==> src/rtl/cnn_layer_sequencer.sv <==
// cnn_layer_sequencer: runs the layer engines one at a time through level start/done
// handshakes, with a per-stage watchdog and a one-cycle run_done pulse on completion.
// Optional per-stage cycle profiling is built when CYCLE_PROFILE_EN is defined.
module cnn_layer_sequencer #(
    parameter int          NUM_STAGES = 5,
    parameter int unsigned TIMEOUT    = 20'd1_000_000,
    parameter int          CNT_W      = 24,
    localparam int         STG_W      = (NUM_STAGES > 1) ? $clog2(NUM_STAGES) : 1
) (
    input  logic                        clk,
    input  logic                        reset_n,
    input  logic                        run_start,
    input  logic                        abort,
    input  logic [NUM_STAGES-1:0]       stage_done,
    output logic [NUM_STAGES-1:0]       stage_start,
    output logic                        busy,
    output logic                        run_done,
    output logic                        error,
    output logic [STG_W-1:0]            err_stage,
`ifdef CYCLE_PROFILE_EN
    output logic [STG_W-1:0]            cur_stage,
    output logic [NUM_STAGES*CNT_W-1:0] stage_cycles
`else
    output logic [STG_W-1:0]            cur_stage
`endif
);

    localparam int WD_W = (TIMEOUT > 1) ? $clog2(TIMEOUT) : 1;

    typedef enum logic [2:0] {IDLE, RUN, RELEASE, FINISH, ERROR} state_t;

    state_t          state;
    logic [WD_W-1:0] wd;
    logic            done_cur;
    logic            last;
    logic            enter_run;
    logic [STG_W-1:0] run_idx;

    // Decode the current stage's done, and whether/which stage enters RUN on the next edge.
    always_comb begin
        done_cur  = stage_done[cur_stage];
        last      = cur_stage == STG_W'(NUM_STAGES - 1);
        enter_run = !abort && ((((state == IDLE) || (state == ERROR)) && run_start) ||
                               ((state == RELEASE) && !done_cur && !last));
        run_idx   = (state == RELEASE) ? cur_stage + STG_W'(1) : '0;
    end

    // Sequencer FSM with registered outputs; abort overrides every transition.
    always_ff @(posedge clk or negedge reset_n) begin
        if (!reset_n) begin
            state       <= IDLE;
            stage_start <= '0;
            busy        <= 1'b0;
            run_done    <= 1'b0;
            error       <= 1'b0;
            err_stage   <= '0;
            cur_stage   <= '0;
            wd          <= '0;
        end else if (abort) begin
            state       <= IDLE;
            stage_start <= '0;
            busy        <= 1'b0;
            run_done    <= 1'b0;
            cur_stage   <= '0;
        end else if (enter_run) begin
            state       <= RUN;
            stage_start <= NUM_STAGES'(1) << run_idx;
            cur_stage   <= run_idx;
            busy        <= 1'b1;
            wd          <= '0;
            if (state == ERROR) begin
                error     <= 1'b0;
                err_stage <= '0;
            end
        end else begin
            case (state)
                RUN: begin
                    if (done_cur) begin
                        state       <= RELEASE;
                        stage_start <= '0;
                    end else if (wd == WD_W'(TIMEOUT - 1)) begin
                        state       <= ERROR;
                        stage_start <= '0;
                        busy        <= 1'b0;
                        error       <= 1'b1;
                        err_stage   <= cur_stage;
                    end else begin
                        wd <= wd + WD_W'(1);
                    end
                end
                RELEASE: begin
                    if (!done_cur && last) begin
                        state     <= FINISH;
                        run_done  <= 1'b1;
                        busy      <= 1'b0;
                        cur_stage <= '0;
                    end
                end
                FINISH: begin
                    state    <= IDLE;
                    run_done <= 1'b0;
                end
                default: ;
            endcase
        end
    end

`ifdef CYCLE_PROFILE_EN
    // Per-stage RUN cycle counters: cleared on entry to RUN, saturating, frozen otherwise.
    always_ff @(posedge clk or negedge reset_n) begin
        if (!reset_n) begin
            stage_cycles <= '0;
        end else begin
            for (int k = 0; k < NUM_STAGES; k++) begin
                if ((state == RUN) && (cur_stage == STG_W'(k)))
                    stage_cycles[k*CNT_W +: CNT_W] <= stage_cycles[k*CNT_W +: CNT_W] +
                        CNT_W'(stage_cycles[k*CNT_W +: CNT_W] != {CNT_W{1'b1}});
                else if (enter_run && (run_idx == STG_W'(k)))
                    stage_cycles[k*CNT_W +: CNT_W] <= '0;
            end
        end
    end
`endif

endmodule

==> config.mk <==
export PLATFORM = sky130hd
export DESIGN_NAME = cnn_layer_sequencer
export DESIGN_NICKNAME = d
export VERILOG_FILES = /design/src/rtl/cnn_layer_sequencer.sv
export SDC_FILE = /design/constraint.sdc
export NUM_CORES = 1
export LEC_CHECK = 0
export ABC_AREA = 1
export ABC_CLOCK_PERIOD_IN_PS = 2550
export CAP_MARGIN = 25
export CELL_PAD_IN_SITES_DETAIL_PLACEMENT = 1
export CELL_PAD_IN_SITES_GLOBAL_PLACEMENT = 1
export CORE_MARGIN = 4
export CORE_UTILIZATION = 42
export CTS_BUF_LIST = sky130_fd_sc_hd__clkbuf_4 sky130_fd_sc_hd__clkbuf_8
export CTS_CLUSTER_SIZE = 14
export DETAILED_ROUTE_END_ITERATION = 6
export GPL_ROUTABILITY_DRIVEN = 0
export PLACE_DENSITY_LB_ADDON = 0.1
export SLEW_MARGIN = 5
export SYNTH_ARGS = -nofsm -noshare
export SYNTH_HDL_FRONTEND = slang
export SYNTH_SLANG_ARGS = --single-unit
==> constraint.sdc <==
create_clock -name clk -period 2.55 [get_ports clk]
set_input_delay 0.765 -clock clk [delete_from_list [all_inputs] [get_ports clk]]
set_output_delay 0.765 -clock clk [all_outputs]
set_load 0.02 [all_outputs]
==> results of run 1 <==
-- power by group through the flow --
stage / sequential [W] / clock [W] / combinational [W]
6_report: 0.000750 / 0.000423 / 0.000671
5_1_grt: 0.000764 / 0.000467 / 0.000758
4_1_cts: 0.000750 / 0.000434 / 0.000680
3_5_place_dp: 0.000762 / 0 / 0.000676
3_3_place_gp: 0.000759 / 0 / 0.000665
2_1_floorplan: 0.000773 / 0 / 0.000475
-- per-stage QoR --
step                       util  hold WS (ps)  area (um2)  std cells  total power, W
after floorplan               -           464        2380        308         0.00125
after global placement    0.486           456        2680        402         0.00142
after detailed placement  0.486           482        2680        402         0.00144
after CTS                 0.501           430        2760        410         0.00186
after global routing      0.501           440        2760        410         0.00199
final                     0.501           429        2760        410         0.00184
-- cells in the mapped netlist (2+ instances only) --
master / number / area share
nor2_2: 2 / 0.0052
nand4_1: 18 / 0.047
xor2_1: 8 / 0.029
o21ai_0: 14 / 0.029
ha_1: 3 / 0.016
xnor2_1: 2 / 0.0073
nand2_1: 79 / 0.12
a21oi_1: 3 / 0.0063
nand2_4: 3 / 0.014
o21ai_1: 2 / 0.0042
o22ai_1: 3 / 0.0079
nor3_1: 11 / 0.023
nor2_1: 20 / 0.031
nand3_2: 4 / 0.017
o31ai_1: 3 / 0.0094
inv_1: 34 / 0.054
nand2_2: 4 / 0.010
inv_2: 4 / 0.0063
nor2_4: 3 / 0.014
dfrtp_1: 37 / 0.39
buf_6: 3 / 0.014
o21ai_2: 11 / 0.040
nor3_2: 2 / 0.0084
nand3_1: 28 / 0.059
-- final cells by class --
| class | instances | area (um2) | area share |
|---|---|---|---|
| clock buffer | 6 | 76.3 | 0.0276 |
| multi-input combinational | 227 | 1240 | 0.450 |
| tap | 72 | 90.1 | 0.0326 |
| sequential | 37 | 926 | 0.335 |
| timing repair buffer | 28 | 273 | 0.0988 |
| clock inverter | 2 | 10.0 | 0.00362 |
| inverter | 38 | 143 | 0.0517 |
-- sequential cells by signal, summed over array words and instances, names as in the netlist --
signal,cells
state,3
err_stage,3
busy,1
cur_stage,3
wd,20
run_done,1
error,1
stage_start,5
-- routing by layer --
layer,up-vias,routed length [um],track usage
met5,-,0,0
met4,0,155,0.0698
met3,14,188,0.0327
met2,43,3090,0.340
met1,1036,2880,0.245
li1,1075,-,-
-- final timing paths --
check                      cells after the start        endpoint      startpoint  slack (ps)
max in group asynchronous                      2           wd[4]         reset_n        1930
setup / recovery                               1    cur_stage[2]    cur_stage[2]         380
hold / removal                                 2    err_stage[1]         reset_n         430
hold reg to reg                                2  stage_start[2]  stage_start[2]         490
min in group clk                               2  stage_start[2]  stage_start[2]         490
setup reg to reg                              10           wd[3]           wd[0]         420
-- logic make-up after synthesis --
family | count (synthesis) | share of synthesized area
and+or+nand+nor | 176 | 0.365
xor gates and xnor gates | 10 | 0.0367
buffers and inverters | 44 | 0.0902
AOI/OAI and AO/OA | 38 | 0.104
adders and majority gates | 3 | 0.0157
DFF | 37 | 0.388
==> run metrics, run 1 <==
status complete, no violations; Core Region 5510 um2; Post-CTS Hold Fix Bufs 0; Sequential Power Share 0.407; Max Clock Freq 461 MHz; Clock Skew 9.59 ps; H-tree Lvls 2; GRT Util Overall 0.196; DP Wirelength 4.77 mm; Rows 27; Clock power frac 0.229; Synth Register Bits 37; Yosys cell types 31; crit path launch type flop; Final min period 2170 ps; Critical Path RT 1790 ps; max_cap viols 0; cell count after synthesis 308; share of layout cells above drive strength 1 0.148; drt pass-1 iters 4; worst-path cell chain clkdlybuf4s50_1; Logic pwr share 0.364; clk buf depth 2; Switch Pwr 0.000750 W; Setup TNS 0 ps; DR vias 2,168; commonest non-fill, non-tap cell in the layout nand2_1; VDD IR-drop max 0.000405 V; Buffers on Ports 22; Final period util 0.851; Die W 83.4 um; Top Ports 23; GRT Residual Overflow 0; drt drc 0; CP Capture Type output pin; initial drt markers 116; syn_nets 320; post-synthesis sequential area ratio 0.388; first-pass GRT wire length 11.2 mm; initial antenna violation count 0; Initial Util 0.433; Nets 349; worst min-delay path class in2async; CTS buffer count 5; CP bufs+invs 1; commonest cells after routing, fill and taps aside nand2_1, dfrtp_1, inv_1; Fillers 722; cts repair resizes 0; Setup Viol. Count Final 0; Most used DFF post-synth dfrtp_1; Crit Path Max Fanout 6; unrepaired setup endpoints after global routing no; pre-CTS setup slack 63.6 ps; Vias/cell 5.29; Final WS setup 381 ps; DIE HEIGHT 83.4 um; largest net degree at the start of global routing 38; mapped cell area 2380 um2; total die area 6950 um2; CTS clk-pin slew, worst paths 80 ps; CTS tree built; Int Pwr 0.00109 W; Inserted Diodes 0; Sw Share 0.407; Leakage 1.22 nW; Avg WL per Cell 15.4 um; clock latency on the worst-skew pair 300 ps; Post CTS Setup Buffer Count 0; worst slew pin tran 561 ps; Layout area overhead 15.8%; YS warnings 0; ANT nets after route 0; Routed WL 6.32 mm; vias in the first global route 2,275; EDFF count, synth 0; CP arrival 1400 ps; CP top delay family buffers and inverters; Final Max Slew Viols 0; Hold Vio Cnt, Final 0; Sinks on Clock Net 37; Syn Area/Cell 7.74 um2; critical path's slowest cell clkdlybuf4s50_1; clock tree root buffer cell clkbuf_8; Slowest Stage Delay on Critical Path 650 ps; ys async rst share 1.00; critical path class reg2out; P per Cell Area 668 nW/um2; relative slew slack 0.624
No activity file was read; power rests on OpenSTA's default activity.
==> inputs of run 2 (changes only) <==
ABC_CLOCK_PERIOD_IN_PS = 1900   (was 2550)
CORE_UTILIZATION = 40   (was 42)
clock period = 1.9 ns   (was 2.55 ns; I/O delays follow)
==> run metrics, run 2 (synthesis results as in run 1) <==
status complete, no violations; crit path launch type flop; commonest non-fill, non-tap cell in the layout nand2_1; DR vias 2,288 (+5.5%); total die area 7260 um2 (+4.5%); largest net degree at the start of global routing 38 (unchanged); Nets 370 (+6.0%); Max Clock Freq 541 MHz; Leakage 1.42 nW (+16%); P per Cell Area 882 nW/um2 (+32%); Post-CTS Hold Fix Bufs 0 (unchanged); Top Ports 23 (unchanged); drt pass-1 iters 4 (unchanged); critical path's slowest cell clkdlybuf4s50_1; CTS tree built; CP bufs+invs 1 (unchanged); initial drt markers 64 (-45%); share of layout cells above drive strength 1 0.226 (+0.0777); relative slew slack 0.662 (+0.0385); Regs by FF count wd x20, stage_start x5; worst-path cell chain clkdlybuf4s50_1; CP top delay family buffers and inverters; FF+latch area 927 um2 (+0.14%); clock tree root buffer cell clkbuf_8; Sinks on Clock Net 37 (unchanged); first-pass GRT wire length 11.4 mm (+2.3%); Setup Viol. Count Final 0 (unchanged); DIE HEIGHT 85.2 um (+2.2%); Clock Skew 8.99 ps (-0.596 ps); ANT nets after route 0 (unchanged); GRT Residual Overflow 0 (unchanged); Crit Path Max Fanout 2 (-4); area of the multi-input gates 1310 um2 (+5.4%); Hold Vio Cnt, Final 0 (unchanged); Slowest Stage Delay on Critical Path 610 ps (-40 ps); Layout Utilization 0.535 (+0.0332); max reg flops 20 (unchanged); Critical Path RT 1330 ps (-460 ps); DP Wirelength 5.20 mm (+9.1%); CP Capture Type output pin; H-tree Lvls 2 (unchanged); vias in the first global route 2,415 (+6.2%); CTS buffer count 5 (unchanged); Core Region 5640 um2 (+2.5%); commonest cells after routing, fill and taps aside nand2_1, dfrtp_1, inv_1; Die W 85.2 um (+2.2%); Top reg by flops wd; GRT Util Overall 0.195 (-0.00147); Vias/cell 5.31 (+0.39%); Final period util 0.973; max_cap viols 0 (unchanged); Layout area overhead 26.5%; VDD IR-drop max 0.000468 V (+16%); Initial Util 0.423 (-0.0104); CP arrival 1280 ps (-120 ps); Routed WL 6.75 mm (+6.9%); CTS clk-pin slew, worst paths 80 ps (about the same); drt drc 0 (unchanged); clk buf depth 2 (unchanged); critical path class reg2out; Final min period 1850 ps; Avg WL per Cell 15.7 um (+1.7%); initial antenna violation count 0 (unchanged); worst slew pin tran 506 ps (-54.7 ps); Buffers on Ports 22 (unchanged); clock latency on the worst-skew pair 290 ps (about the same); worst min-delay path class in2async; Rows 27 (unchanged); Inserted Diodes 0 (unchanged); total power 0.00266 W (+44%); hold_ws 327 ps (-102 ps); Fillers 704 (-2.5%); Final Max Slew Viols 0 (unchanged)
run 2: metal layers:
layer	up-vias	GRT usage	routed length (um)
li1	1115	-	-
met1	1131	0.221	2870
met2	33	0.371	3560
met3	9	0.0359	222
met4	0	0.0489	104
met5	-	0	0
run 2: per-stage QoR:
step	TNS, ps	worst slack, ps	cells	instance area [um2]
5_1_grt	-18.1	-7.99	431	3020
4_1_cts	0	2.24	429	2920
2_1_floorplan	0	163	308	2380
3_5_place_dp	-8430	-333	421	2820
6_report	0	52.2	431	3020
3_3_place_gp	-7360	-279	421	2820
run 2: repair_timing:
| item | 4_1_cts | 5_1_grt |
|---|---|---|
| cloned | 0 | 0 |
| setup endpoints to repair | 5 | 34 |
| setup buffers | 0 | 2 |
| pin swaps | 0 | 12 |
| gates resized for setup | 4 | 24 |
run 2: worst paths after layout:
| kind | startpoint | endpoint | slack (ps) | cells after the start |
|---|---|---|---|---|
| setup / recovery | busy | busy | 50 | 1 |
| hold / removal | reset_n | stage_start[2] | 330 | 2 |
| setup reg to reg | cur_stage[0] | wd[17] | 110 | 9 |
| hold reg to reg | stage_start[0] | stage_start[0] | 480 | 2 |
| max in group asynchronous | reset_n | cur_stage[1] | 1200 | 2 |
| min in group clk | stage_start[0] | stage_start[0] | 480 | 2 |
run 2: where the power goes:
| group | switching, W | internal [W] |
|---|---|---|
| Combinational | 0.000665 | 0.000377 |
| Clock | 0.000293 | 0.000328 |
| Sequential | 0.000102 | 0.000897 |
| Total | 0.00106 | 0.00160 |
run 2: cell type report:
type                            instances  share of cell area
Multi-Input combinational cell        227               0.435
Sequential cell                        37               0.307
Inverter                               38              0.0481
Clock inverter                          1             0.00166
Timing Repair Buffer                   49               0.146
Clock buffer                            7              0.0319
Tap cell                               72              0.0299
